`config.mk`:
```
export PLATFORM = sky130hd
export DESIGN_NAME = ram_access_unit_flat
export DESIGN_NICKNAME = d
export VERILOG_FILES = /design/src/rtl/ram_access_unit_if.sv /design/src/rtl/ram_access_unit.sv /design/src/flat_wrapper.sv
export SDC_FILE = /design/constraint.sdc
export NUM_CORES = 1
export LEC_CHECK = 0
export CORE_MARGIN = 3
export CORE_UTILIZATION = 25
export DETAILED_ROUTE_END_ITERATION = 10
export GPL_ROUTABILITY_DRIVEN = 0
export HOLD_SLACK_MARGIN = 0.03
export PLACE_DENSITY = 0.63
export RECOVER_POWER = 25
export SYNTH_ARGS = -nofsm -noshare
export SYNTH_HDL_FRONTEND = slang
export SYNTH_SLANG_ARGS = --single-unit
```
`constraint.sdc`:
```
create_clock -name clk -period 4.4 [get_ports clk]
set_input_delay 1.32 -clock clk [delete_from_list [all_inputs] [get_ports clk]]
set_output_delay 1.32 -clock clk [all_outputs]
set_load 0.01 [all_outputs]
```
`src/rtl/ram_access_unit_if.sv`:
```
// RAM request/ack bus between ram_access_unit (master) and the data RAM (slave).
interface ram_access_unit_if #(
  parameter int DATA_WIDTH = 16,
  parameter int ADDR_WIDTH = 8
);
  logic                  req;
  logic                  we;
  logic [ADDR_WIDTH-1:0] addr;
  logic [DATA_WIDTH-1:0] wdata;
  logic                  ack;
  logic [DATA_WIDTH-1:0] rdata;

  modport master (output req, we, addr, wdata, input ack, rdata);
  modport slave  (input req, we, addr, wdata, output ack, rdata);
endinterface

```
`src/rtl/ram_access_unit.sv`:
```
// Executes READ_RAM / WRITE_RAM opcodes against the data RAM and writes loads back to the register file.
// Optional REQ timeout abort is enabled by defining RAM_TIMEOUT_EN.
//
// state | meaning
// IDLE  | waiting for a READ_RAM / WRITE_RAM opcode strobe
// REQ   | mem.req held, waiting for mem.ack
// WB    | load word presented to the register file with a 1-cycle write pulse
// DONE  | 1-cycle done (and err on timeout), then back to IDLE
module ram_access_unit #(
  parameter int DATA_WIDTH     = 16,
  parameter int ADDR_WIDTH     = 8,
  parameter int TIMEOUT_CYCLES = 64
) (
  input  logic                  clk,
  input  logic                  reset,
  input  logic [15:0]           opcode,
  input  logic                  op_valid,
  input  logic [DATA_WIDTH-1:0] reg_read_data,
  output logic [DATA_WIDTH-1:0] reg_write_data,
  output logic                  reg_write_enable,
  output logic                  busy,
  output logic                  done,
  output logic                  err,
  ram_access_unit_if.master     mem
);

  localparam logic [7:0] OP_READ_RAM  = 8'h92;
  localparam logic [7:0] OP_WRITE_RAM = 8'h91;

  typedef enum logic [1:0] {IDLE, REQ, WB, DONE} state_t;
  state_t state;

  logic is_read;
  logic is_write;
  assign is_read  = (opcode[15:8] == OP_READ_RAM);
  assign is_write = (opcode[15:8] == OP_WRITE_RAM);

  // Only the operator byte and the low address bits matter; the rest of the opcode is don't-care here.
  logic opcode_unused;
  assign opcode_unused = ^opcode;

`ifdef RAM_TIMEOUT_EN
  localparam int CNT_W = $clog2(TIMEOUT_CYCLES + 1);
  logic [CNT_W-1:0] req_cnt;
`else
  logic [31:0] timeout_unused;
  assign timeout_unused = TIMEOUT_CYCLES;
`endif

  always_ff @(posedge clk or posedge reset) begin
    if (reset) begin
      state            <= IDLE;
      mem.req          <= 1'b0;
      mem.we           <= 1'b0;
      mem.addr         <= '0;
      mem.wdata        <= '0;
      reg_write_data   <= '0;
      reg_write_enable <= 1'b0;
      busy             <= 1'b0;
      done             <= 1'b0;
      err              <= 1'b0;
`ifdef RAM_TIMEOUT_EN
      req_cnt          <= '0;
`endif
    end else begin
      reg_write_enable <= 1'b0;
      done             <= 1'b0;
      err              <= 1'b0;
      case (state)
        IDLE: begin
          if (op_valid && (is_read || is_write)) begin
            mem.addr <= opcode[ADDR_WIDTH-1:0];
            mem.we   <= is_write;
            if (is_write) mem.wdata <= reg_read_data;
            mem.req  <= 1'b1;
            busy     <= 1'b1;
            state    <= REQ;
`ifdef RAM_TIMEOUT_EN
            req_cnt  <= '0;
`endif
          end
        end
        REQ: begin
          // An ack on the terminal timeout cycle still completes the access normally.
          if (mem.ack) begin
            mem.req <= 1'b0;
            if (mem.we) begin
              done  <= 1'b1;
              state <= DONE;
            end else begin
              reg_write_data   <= mem.rdata;
              reg_write_enable <= 1'b1;
              state            <= WB;
            end
          end
`ifdef RAM_TIMEOUT_EN
          else if (req_cnt == CNT_W'(TIMEOUT_CYCLES - 1)) begin
            mem.req <= 1'b0;
            done    <= 1'b1;
            err     <= 1'b1;
            state   <= DONE;
          end else begin
            req_cnt <= req_cnt + 1'b1;
          end
`endif
        end
        WB: begin
          done  <= 1'b1;
          state <= DONE;
        end
        DONE: begin
          busy  <= 1'b0;
          state <= IDLE;
        end
        default: state <= IDLE;
      endcase
    end
  end

endmodule

```
`src/flat_wrapper.sv`:
```
// flat-port wrapper written by rule: the top's interface ports become plain ports
module ram_access_unit_flat 
#(
  parameter int DATA_WIDTH     = 16,
  parameter int ADDR_WIDTH     = 8,
  parameter int TIMEOUT_CYCLES = 64
)
  (clk, reset, opcode, op_valid, reg_read_data, reg_write_data, reg_write_enable, busy, done, err, mem_req, mem_we, mem_addr, mem_wdata, mem_ack, mem_rdata);
  ram_access_unit_if #(.DATA_WIDTH(DATA_WIDTH), .ADDR_WIDTH(ADDR_WIDTH)) mem_i ();
  input  logic clk;
  input  logic reset;
  input  logic [15:0] opcode;
  input  logic op_valid;
  input  logic [DATA_WIDTH-1:0] reg_read_data;
  output logic [DATA_WIDTH-1:0] reg_write_data;
  output logic reg_write_enable;
  output logic busy;
  output logic done;
  output logic err;
  output wire logic [$bits(mem_i.req)-1:0] mem_req;
  output wire logic [$bits(mem_i.we)-1:0] mem_we;
  output wire logic [$bits(mem_i.addr)-1:0] mem_addr;
  output wire logic [$bits(mem_i.wdata)-1:0] mem_wdata;
  input wire logic [$bits(mem_i.ack)-1:0] mem_ack;
  input wire logic [$bits(mem_i.rdata)-1:0] mem_rdata;
  assign mem_req = mem_i.req;
  assign mem_we = mem_i.we;
  assign mem_addr = mem_i.addr;
  assign mem_wdata = mem_i.wdata;
  assign mem_i.ack = mem_ack;
  assign mem_i.rdata = mem_rdata;
  ram_access_unit #(.DATA_WIDTH(DATA_WIDTH), .ADDR_WIDTH(ADDR_WIDTH), .TIMEOUT_CYCLES(TIMEOUT_CYCLES)) u_core (.clk(clk), .reset(reset), .opcode(opcode), .op_valid(op_valid), .reg_read_data(reg_read_data), .reg_write_data(reg_write_data), .reg_write_enable(reg_write_enable), .busy(busy), .done(done), .err(err), .mem(mem_i));
endmodule
```
=== After elaboration in Yosys (flattened, before gate mapping) ===
Index checks and enable logic that the tools add are counted.

* Bits in registers: 47
* Input port bits: 52
* Output and inout port bits: 46
* Logic and storage cells: 42

* Eq/ne operators: 7
* Muxes and demuxes: 14
* Bitwise logic cells: 1
* Reduce and logical (&&, ||, !) cells: 11

{| class="wikitable"
|+ Operator list
! kind !! number
|-
| $eq 8x8->1 const B || 2
|-
| $reduce_and 3->1 || 3
|-
| $mux 1 || 8
|-
| $pmux 2 s4 || 1
|-
| $pmux 1 s2 || 3
|-
| $reduce_and 2->1 || 3
|-
| $eq 2x2->1 const B || 2
|-
| $mux 2 || 2
|-
| $reduce_bool 2->1 || 2
|-
| $eq 2x1->1 const B || 1
|-
| $logic_not 2->1 || 1
|-
| $ne 2x1->1 const B || 1
|-
| $ne 2x2->1 const B || 1
|-
| $logic_and 1x1->1 || 1
|-
| $logic_or 1x1->1 || 1
|-
| $not 1->1 || 1
|}

=== Logic depth before layout (Yosys ltp) ===
Gate-level depths: netlist of run 1.

* Depth after elaboration: 5
* Mapped depth: 7

=== Least setup slack after synthesis of run 1 ===
No wires, ideal clock.

* Path kind: input -> register
* Start: in opcode[13]
* End: reg u_core.mem.wdata[0]
* Setup time: 125 ps
* Arrival: 2712 ps
* Data required time: 4275 ps
* Setup slack: 1562 ps
* Stages: 6
* Path buffers: 2
* Cell sequence: and3b_1 nand3_2 or4b_4 buf_6 buf_6 mux2_4

* Word-level cells in the longest chain between the ends: 4

{| class="wikitable"
|+ RTL lines
! item !! RTL line !! text
|-
| start, declared || flat_wrapper.sv:12 || <nowiki>input logic [15:0] opcode;</nowiki>
|-
| $eq 8x8->1 (on tied branches) || ram_access_unit.sv:35, ram_access_unit.sv:36 ||
|-
| $logic_or 1x1->1 || ram_access_unit.sv:71 || <nowiki>if (op_valid && (is_read || is_write)) begin</nowiki>
|-
| $logic_and 1x1->1 || ram_access_unit.sv:71 ||
|-
| $reduce_and 3->1 (no line) (*) || - ||
|-
| end signal, assigned || ram_access_unit.sv:74 || <nowiki>if (is_write) mem.wdata <= reg_read_data;</nowiki>
|-
| end, declared || ram_access_unit_if.sv:13 || <nowiki>modport master (output req, we, addr, wdata, input ack, rdata);</nowiki>
|}

Mark *: on every way between the ends. The rest lies on a longest branch, timed or not.
A chain may end at the register's enable or synchronous reset.

=== Worst setup path after layout of run 1 ===
* Start: in mem_ack
* End: reg u_core.reg_write_data[1]

* Word-level cells in the longest chain between the ends: 1

{| class="wikitable"
|+ RTL lines
! item !! RTL line !! text
|-
| start, declared || flat_wrapper.sv:24 || <nowiki>input wire logic [$bits(mem_i.ack)-1:0] mem_ack;</nowiki>
|-
| $reduce_and 3->1 (no line) || - ||
|-
| end signal, assigned || ram_access_unit.sv:91 || <nowiki>reg_write_data <= mem.rdata;</nowiki>
|-
| end, declared || ram_access_unit.sv:19 || <nowiki>output logic [DATA_WIDTH-1:0] reg_write_data,</nowiki>
|}

No other way between the ends.

==> results of run 1 <==
where the power goes:
| part | internal [mW] | switching [mW] | total, mW |
|---|---|---|---|
| Combinational | 0.323 | 0.192 | 0.515 |
| Sequential | 0.535 | 0.0532 | 0.588 |
| Clock | 0.144 | 0.136 | 0.279 |
| Total | 1.00 | 0.381 | 1.38 |
path summary, 6_finish.rpt:
kind | to | slack [ns] | startpoint | depth (start not counted)
max | u_core.reg_write_data[1] | 1.23 | mem_ack | 4
max in group asynchronous | u_core.mem.wdata[2] | 1.33 | reset | 2
min | u_core.mem.wdata[11] | 0.51 | u_core.mem.wdata[11] | 1
min in group asynchronous | u_core.reg_write_data[1] | 2.04 | reset | 2
min reg2reg | u_core.mem.wdata[11] | 0.51 | u_core.mem.wdata[11] | 1
max reg2reg | u_core.reg_write_data[1] | 2.05 | u_core.state[1] | 5
final cells by class:
type                       count  area [um^2]  area share
timing repair buffer          96          961       0.309
multi-input combinational     71          724       0.233
tap                           99          124      0.0398
clock buffer                   8          100      0.0322
inverter                       7         26.3     0.00844
sequential                    47         1180       0.378
logic make-up after synthesis:
group / share of synthesized area
XOR/XNOR: 0.00446
flip-flops: 0.599
other: 0.00191
multiplexers: 0.252
adder cells (fa/ha/maj): 0.0318
buffers and inverters: 0.0325
AO/OA/AOI/OAI: 0.0376
AND/OR/NAND/NOR: 0.0408
metal layers:
metal,up-vias,GRT usage,routed length (um),part of all wire
li1,647,-,-,-
met1,651,0.125,1850,0.43
met2,58,0.147,1990,0.46
met3,5,0.0454,439,0.10
met4,0,0.0288,32,0.0074
met5,-,0,0,0
state kept, by name, indices dropped and copies added (netlist names):
name,cells
u_core.busy,1
u_core.done,1
u_core.mem.addr,8
u_core.mem.req,1
u_core.mem.wdata,16
u_core.mem.we,1
u_core.reg_write_data,16
u_core.reg_write_enable,1
u_core.state,2
cell usage in the layout (no fill, tap or decap), drive strengths merged, types with 2 or more instances in the layout:
| master | synthesis | final |
|---|---|---|
| ha | 5 | 5 |
| mux2 | 41 | 41 |
| inv | 7 | 7 |
| clkdlybuf4s50 | 0 | 94 |
| nor2b | 2 | 2 |
| dfrtp | 47 | 47 |
| nand2 | 4 | 4 |
| clkbuf | 1 | 8 |
| nor2 | 2 | 2 |
| a21oi | 2 | 2 |
| dlygate4sd3 | 0 | 2 |
stage by stage:
step                setup slack (ns)  hold slack [ns]
floorplan                       1.56            0.550
global placement                1.10            0.487
detailed placement              1.08            0.492
CTS                             1.40            0.513
global route                   0.840            0.520
finish                          1.23            0.508
worst max-delay path: stages:
cell	delay, ns
dlygate4sd3_1	0.58
nand2_1	0.10
or2_0	0.92
mux2_2	0.42
==> impl_metrics.ini, run 1 <==
[synth]
synthFlopType = dfrtp_1
async_reset_ff_frac = 1.00
synth_cells = 130
synth_edf_count = 0
synth_top_area_share = 0.599
avgSynthCellArea_um2 = 15.1
yosys.area.top_type = dfrtp_1
synth_area_leaders = dfrtp_1 60%, mux2_2 18%, mux2_4 6.9%, ha_1 3.2%, inv_1 1.3%
yosys-top-cells-count = 47 x dfrtp_1, 32 x mux2_2, 9 x mux2_4, 7 x inv_1, 5 x ha_1
synth_fp_nets = 187
synth_cell_types = 28
synth_warnings = 0
yosysMostFrequentCell = dfrtp_1
syn_area_um2 = 1960
synth-seq-cells = 47
ys_seq_area_frac = 0.599

[critical_path]
path_class = in2reg
crit_fanout = 17
required_ns = 4.58
end_kind = register
arrival_ns = 3.35
startpoint_type = primary input

[sta]
setup_viol = 0
fin_crit_ns = 3.17
fmax_ghz = 0.315
slew_viol_final = 48
clock_skew_ns = 0.00390
worst_slew_pin_slew_ns = 1.79
setup_tns_ns = 0
rsz0062_at_grt = no
slew_headroom = -0.198
finalCritPeriodShare = 0.721
final-hold-violation-count = 0

[cts]
clk_pin_slew_ns = 0.08
cts-buffers-inserted = 5
cts_tree = yes
cts_root_buffer = clkbuf_8
clock_latency_ns = 0.29
clkSinkCount = 47
cts_resized = 0
clock_path_buffers = 2
postCtsHoldBufs = 0
cts_setup_buffers = 0
cts_max_level = 2

[worst_hold_path]
hold_path_class = reg2reg

[place]
portBuffers = 96
dp_cells = 320
place_area_um2 = 3010
dp_hpwl_um = 3160

[grt]
grt_pass1_wl_um = 6800
antenna_found_initial = 0
gr-usage-all-layers = 0.0977
grt_overflow = 0
grt_pass1_vias = 1380
grt_max_degree = 48

[power_and_ir_drop]
p_leak_nw = 1.41
peakVddDrop_uv = 196
fin_total_pwr_mw = 1.38
cellPowerDensity_nw_per_um2 = 444

[floorplan]
rows = 31
ios = 98
die-area_um2 = 8960
start_util = 0.264
fp.coreArea_um2 = 7450
die_w_um = 94.6
die_h_um = 94.6

[route]
dr.pass1.iters = 2
first_iter_violations = 28
drt-total-wl_um = 4310
vias = 1361
wl_per_cell_um = 13.1
vias_per_cell = 4.15
drc = 0
postRouteAntennaNets = 0

[final_layout]
antenna_cells = 0
final_cells = 328
nets = 285
finish.instance_area_um2 = 3110
drive_gt1_frac = 0.223
area_delta_synth_final_pct = 58.4
nFillCells = 718
utilization = 0.418

[run_status]
run_status = finished with violations
violations = max-capacitance violations, max-slew violations

[flow_run]
max_cap_viol_count = 1
(Power assumes the default switching activity.)
==> inputs of run 2 (changes only) <==
==> constraint.sdc (replaced) <==
create_clock -name clk -period 3 [get_ports clk]
set_input_delay 0.9 -clock clk [delete_from_list [all_inputs] [get_ports clk]]
set_output_delay 0.9 -clock clk [all_outputs]
set_load 0.01 [all_outputs]
==> run 2 against run 1 <==
The run now ends clean. Clock power grew 28%. Worst hold slack gained 0.0016 ns. Design area shrank 0.20%. Sequential share of layout area grew 0.076 points. Combinational power grew 47%. Critical path depth grew 1. Critical endpoint is now u_core.mem.wdata[5]. Largest power group unchanged. Highest routed layer unchanged.
==> impl_metrics.ini, run 2 (same netlist as run 1, synthesis figures left out) <==
[route]
drc = 0
first_iter_violations = 33
vias = 1389
vias_per_cell = 4.21
dr.pass1.iters = 3
wl_per_cell_um = 13.1
drt-total-wl_um = 4310
postRouteAntennaNets = 0

[final_layout]
area_delta_synth_final_pct = 58.1
nets = 287
mostFrequentLayoutCell = clkdlybuf4s50_1
drive_gt1_frac = 0.229
final_cell_mix = 94 x clkdlybuf4s50_1, 47 x dfrtp_1, 32 x mux2_2
antenna_cells = 0
largestRegisters = u_core.mem.wdata (16), u_core.reg_write_data (16), u_core.mem.addr (8)
finish.instance_area_um2 = 3110

[cts]
clk_pin_slew_ns = 0.08
clock_latency_ns = 0.29
clock_path_buffers = 2
cts_setup_buffers = 0
cts_max_level = 2
cts_tree = yes
clkSinkCount = 47
cts_root_buffer = clkbuf_8
postCtsHoldBufs = 0
cts-buffers-inserted = 5
cts_resized = 0

[floorplan]
rows = 31
die_w_um = 94.6
die-area_um2 = 8960
ios = 98
die_h_um = 94.6
fp.coreArea_um2 = 7450
start_util = 0.264

[critical_path]
required_ns = 3.17
crit_fanout = 17
end_kind = register
path_class = in2reg
arrival_ns = 2.70
startpoint_type = primary input

[grt]
grt_pass1_vias = 1469
gr-usage-all-layers = 0.0990
antenna_found_initial = 0
grt_pass1_wl_um = 7020
grt_overflow = 0
grt_max_degree = 48

[sta]
slew_viol_final = 0
fin_crit_ns = 2.52
clock_skew_ns = 0.00295
slew_headroom = 0.226
final-hold-violation-count = 0
setup_viol = 0
finalCritPeriodShare = 0.841
setup_tns_ns = 0
fmax_ghz = 0.396
worst_slew_pin_slew_ns = 1.16
rsz0062_at_grt = no

[place]
portBuffers = 96
dp_hpwl_um = 3200
place_area_um2 = 3030

[run_status]
run_status = finished clean

[flow_run]
max_cap_viol_count = 0

[worst_hold_path]
hold_path_class = reg2reg

[power_and_ir_drop]
p_leak_nw = 1.40
peakVddDrop_uv = 376
cellPowerDensity_nw_per_um2 = 637
==> run 2: changes by cell type in the layout (fill, tap and decap cells not counted), sizes merged <==
| cell | delta |
|---|---|
| buf | +1 |
| clkinv | +2 |
| inv | -1 |
==> run 2: metrics by stage <==
step	util	hold WS, ns	cells	power [mW]	worst slack (ns)
6_report	0.417	0.510	330	1.98	0.477
5_1_grt	0.417	0.523	330	2.12	0.434
4_1_cts	0.417	0.513	330	2.03	0.491
3_5_place_dp	0.406	0.493	322	1.65	0.169
3_3_place_gp	0.406	0.489	322	1.64	0.194
2_1_floorplan	-	0.550	130	1.24	0.582
==> run 2: final cells by class <==
type / count / area (um^2)
fillers: 724 / 4340
flip-flops and latches: 47 / 1180
repair buffers: 98 / 973
multi-input cells: 71 / 724
well taps: 99 / 124
clock buffers: 7 / 76.3
inverters: 7 / 26.3
clock inverters: 1 / 5.00
==> run 2: worst max-delay path, cell delays in order <==
cell and delay [ns]:
clkdlybuf4s50_1 0.45, nor2b_1 0.19, nand3_2 0.11, or4b_4 0.69, mux2_4 0.35
==> run 2: layer usage <==
metal,GRT usage,vias to the layer above,share of wire
li1,-,647,-
met1,0.113,684,0.39
met2,0.166,56,0.49
met3,0.0478,2,0.11
met4,0.0252,0,0.0032
met5,0,-,0
==> run 2: worst paths after layout <==
kind / start / to / slack (ns) / cells after the start
min: u_core.mem.wdata[14] / u_core.mem.wdata[14] / 0.51 / 1
max: opcode[15] / u_core.mem.wdata[5] / 0.48 / 5
max reg2reg: u_core.state[0] / u_core.mem.wdata[5] / 0.99 / 5
min in group asynchronous: reset / u_core.reg_write_data[13] / 1.43 / 3
min reg2reg: u_core.mem.wdata[14] / u_core.mem.wdata[14] / 0.51 / 1
max in group asynchronous: reset / u_core.mem.req / 0.87 / 3
==> run 2: power breakdown <==
part           internal [mW]  switching (mW)  leakage, nW
clock                  0.164           0.193       0.0422
sequential             0.785          0.0776        0.615
combinational          0.474           0.285        0.745
total                   1.42           0.556         1.40
==> inputs of run 3 (changes only) <==
--- a/config.mk
+++ b/config.mk
@@ -10,7 +10,7 @@
 export DETAILED_ROUTE_END_ITERATION = 10
 export GPL_ROUTABILITY_DRIVEN = 0
 export HOLD_SLACK_MARGIN = 0.03
-export PLACE_DENSITY = 0.63
+export PLACE_DENSITY = 0.65
 export RECOVER_POWER = 25
 export SYNTH_ARGS = -nofsm -noshare
 export SYNTH_HDL_FRONTEND = slang
==> constraint.sdc (replaced) <==
create_clock -name clk -period 2.1 [get_ports clk]
set_input_delay 0.63 -clock clk [delete_from_list [all_inputs] [get_ports clk]]
set_output_delay 0.63 -clock clk [all_outputs]
set_load 0.01 [all_outputs]
==> run 3 against run 2 <==
Flip-flop and latch count stayed put. Critical path depth stayed put. Via count grew 3.4%. Combinational power grew 52%. Register-to-register slack worse by 0.90 ns. Design area up 5.0%. Critical endpoint unchanged.
==> impl_metrics.ini, run 3 (same netlist as run 1, synthesis figures left out) <==
[run_status]
run_status = finished clean

[route]
vias = 1436
dr.pass1.iters = 2
drc = 0
wl_met3_um = 451
drt-total-wl_um = 4930
met2_length_um = 2470
wl_per_cell_um = 14.3
wirelength_met1_um = 1980
postRouteAntennaNets = 0
top_layer = met4
first_iter_violations = 17
vias_per_cell = 4.16

[floorplan]
die-area_um2 = 8960
die_w_um = 94.6
ios = 98
fp.coreArea_um2 = 7450
rows = 31
die_h_um = 94.6
start_util = 0.264

[critical_path]
crit_fanout = 5
timing.rr.end = u_core.mem.wdata[5]
required_ns = 2.27
path_class = in2reg
rr_worst_depth = 5
critPathLaunch = opcode[13]
reg2reg_from = u_core.state[0]
startpoint_type = primary input
crit_end = u_core.mem.wdata[5]
end_kind = register
arrival_ns = 2.23
rrSetupSlack_ns = 0.09

[final_layout]
nFillCells = 708
final_cell_mix = 91 x clkdlybuf4s50_1, 47 x dfrtp_1, 32 x mux2_2
drive_gt1_frac = 0.285
area_delta_synth_final_pct = 66.1
mostFrequentLayoutCell = clkdlybuf4s50_1
finish.instance_area_um2 = 3260
antenna_cells = 0
nets = 302
largestRegisters = u_core.mem.wdata (16), u_core.reg_write_data (16), u_core.mem.addr (8)

[grt]
gr-usage-all-layers = 0.114
grt_pass1_wl_um = 7880
grt_overflow = 0
antenna_found_initial = 0
grt_pass1_vias = 1586
grt_max_degree = 26

[sta]
slew_headroom = 0.239
fin_crit_ns = 2.06
fmax_ghz = 0.486
setup_tns_ns = 0
final-hold-violation-count = 0
slew_viol_final = 0
clock_skew_ns = 0.00552
setup_viol = 0
worst_slew_pin_slew_ns = 1.14
whs_ns = 0.508
finalCritPeriodShare = 0.980

[cts]
clk_pin_slew_ns = 0.08
clock_path_buffers = 2
cts_tree = yes
clkSinkCount = 47
postCtsHoldBufs = 0
cts_max_level = 2
clock_latency_ns = 0.29
cts_root_buffer = clkbuf_8
cts-buffers-inserted = 5

[power_and_ir_drop]
peakVddDrop_uv = 515
cellPowerDensity_nw_per_um2 = 911
p_leak_nw = 1.49
fin_total_pwr_mw = 2.97

[place]
portBuffers = 96
dp_hpwl_um = 3490
place_area_um2 = 3110

[worst_hold_path]
hold_path_class = reg2reg

[flow_run]
max_cap_viol_count = 0
run 3: cell count changes in the layout (fill, tap and decap cells not counted), sizes merged:
cell / previous run / this run
buf: 1 / 13
clkbuf: 8 / 10
clkdlybuf4s50: 94 / 91
clkinv: 2 / 1
dlygate4sd2: 0 / 5
dlygate4sd3: 2 / 0
or4b: 1 / 3
run 3: what timing repair did:
action | in CTS | in global routing
setup buffers | 2 | 0
setup endpoints to repair | 16 | 9
gates cloned | 2 | 0
pin swaps | 3 | 0
gates resized for setup | 10 | 1
run 3: routing by layer:
metal	vias up	track usage
met5	-	0
met4	0	0.0288
met3	2	0.0446
met2	60	0.191
met1	693	0.136
li1	681	-
run 3: metrics by stage:
| stage | cells | utilization | setup slack (ns) |
|---|---|---|---|
| finish | 345 | 0.438 | 0.0420 |
| CTS | 345 | 0.438 | 0.0493 |
| global route | 345 | 0.438 | -0.0127 |
| detailed placement | 333 | 0.418 | -0.409 |
| global placement | 333 | 0.418 | -0.394 |
| floorplan | 130 | - | 0.000822 |
run 3: worst min-delay path by stage:
stage,start,end,slack [ns],cells after the start
floorplan,u_core.mem.wdata[10],u_core.mem.wdata[10],0.55,1
global placement,u_core.reg_write_data[9],u_core.reg_write_data[9],0.49,1
detailed placement,u_core.reg_write_data[14],u_core.reg_write_data[14],0.49,1
CTS,u_core.reg_write_data[14],u_core.reg_write_data[14],0.51,1
global route,u_core.reg_write_data[7],u_core.reg_write_data[7],0.52,1
finish,u_core.mem.wdata[11],u_core.mem.wdata[11],0.51,1
run 3: report_power, final:
part	switching, mW	internal [mW]	leakage [nW]	total [mW]
registers	0.113	1.12	0.615	1.23
logic	0.433	0.718	0.823	1.15
clock network	0.285	0.301	0.0515	0.586
total	0.832	2.14	1.49	2.97
run 3: critical path: stages:
cell	delay [ns]
dlygate4sd2_1	0.23
and3b_1	0.29
nand3_4	0.12
or4b_4	0.63
mux2_4	0.33
run 3: layout make-up:
class                   instances  area (um^2)  share of cell area
flip-flops and latches         47         1180               0.361
repair buffers                111         1060               0.325
multi-input cells              73          774               0.237
inverters                       7         26.3             0.00806
clock buffers                   8          100              0.0307
well taps                      99          124              0.0380
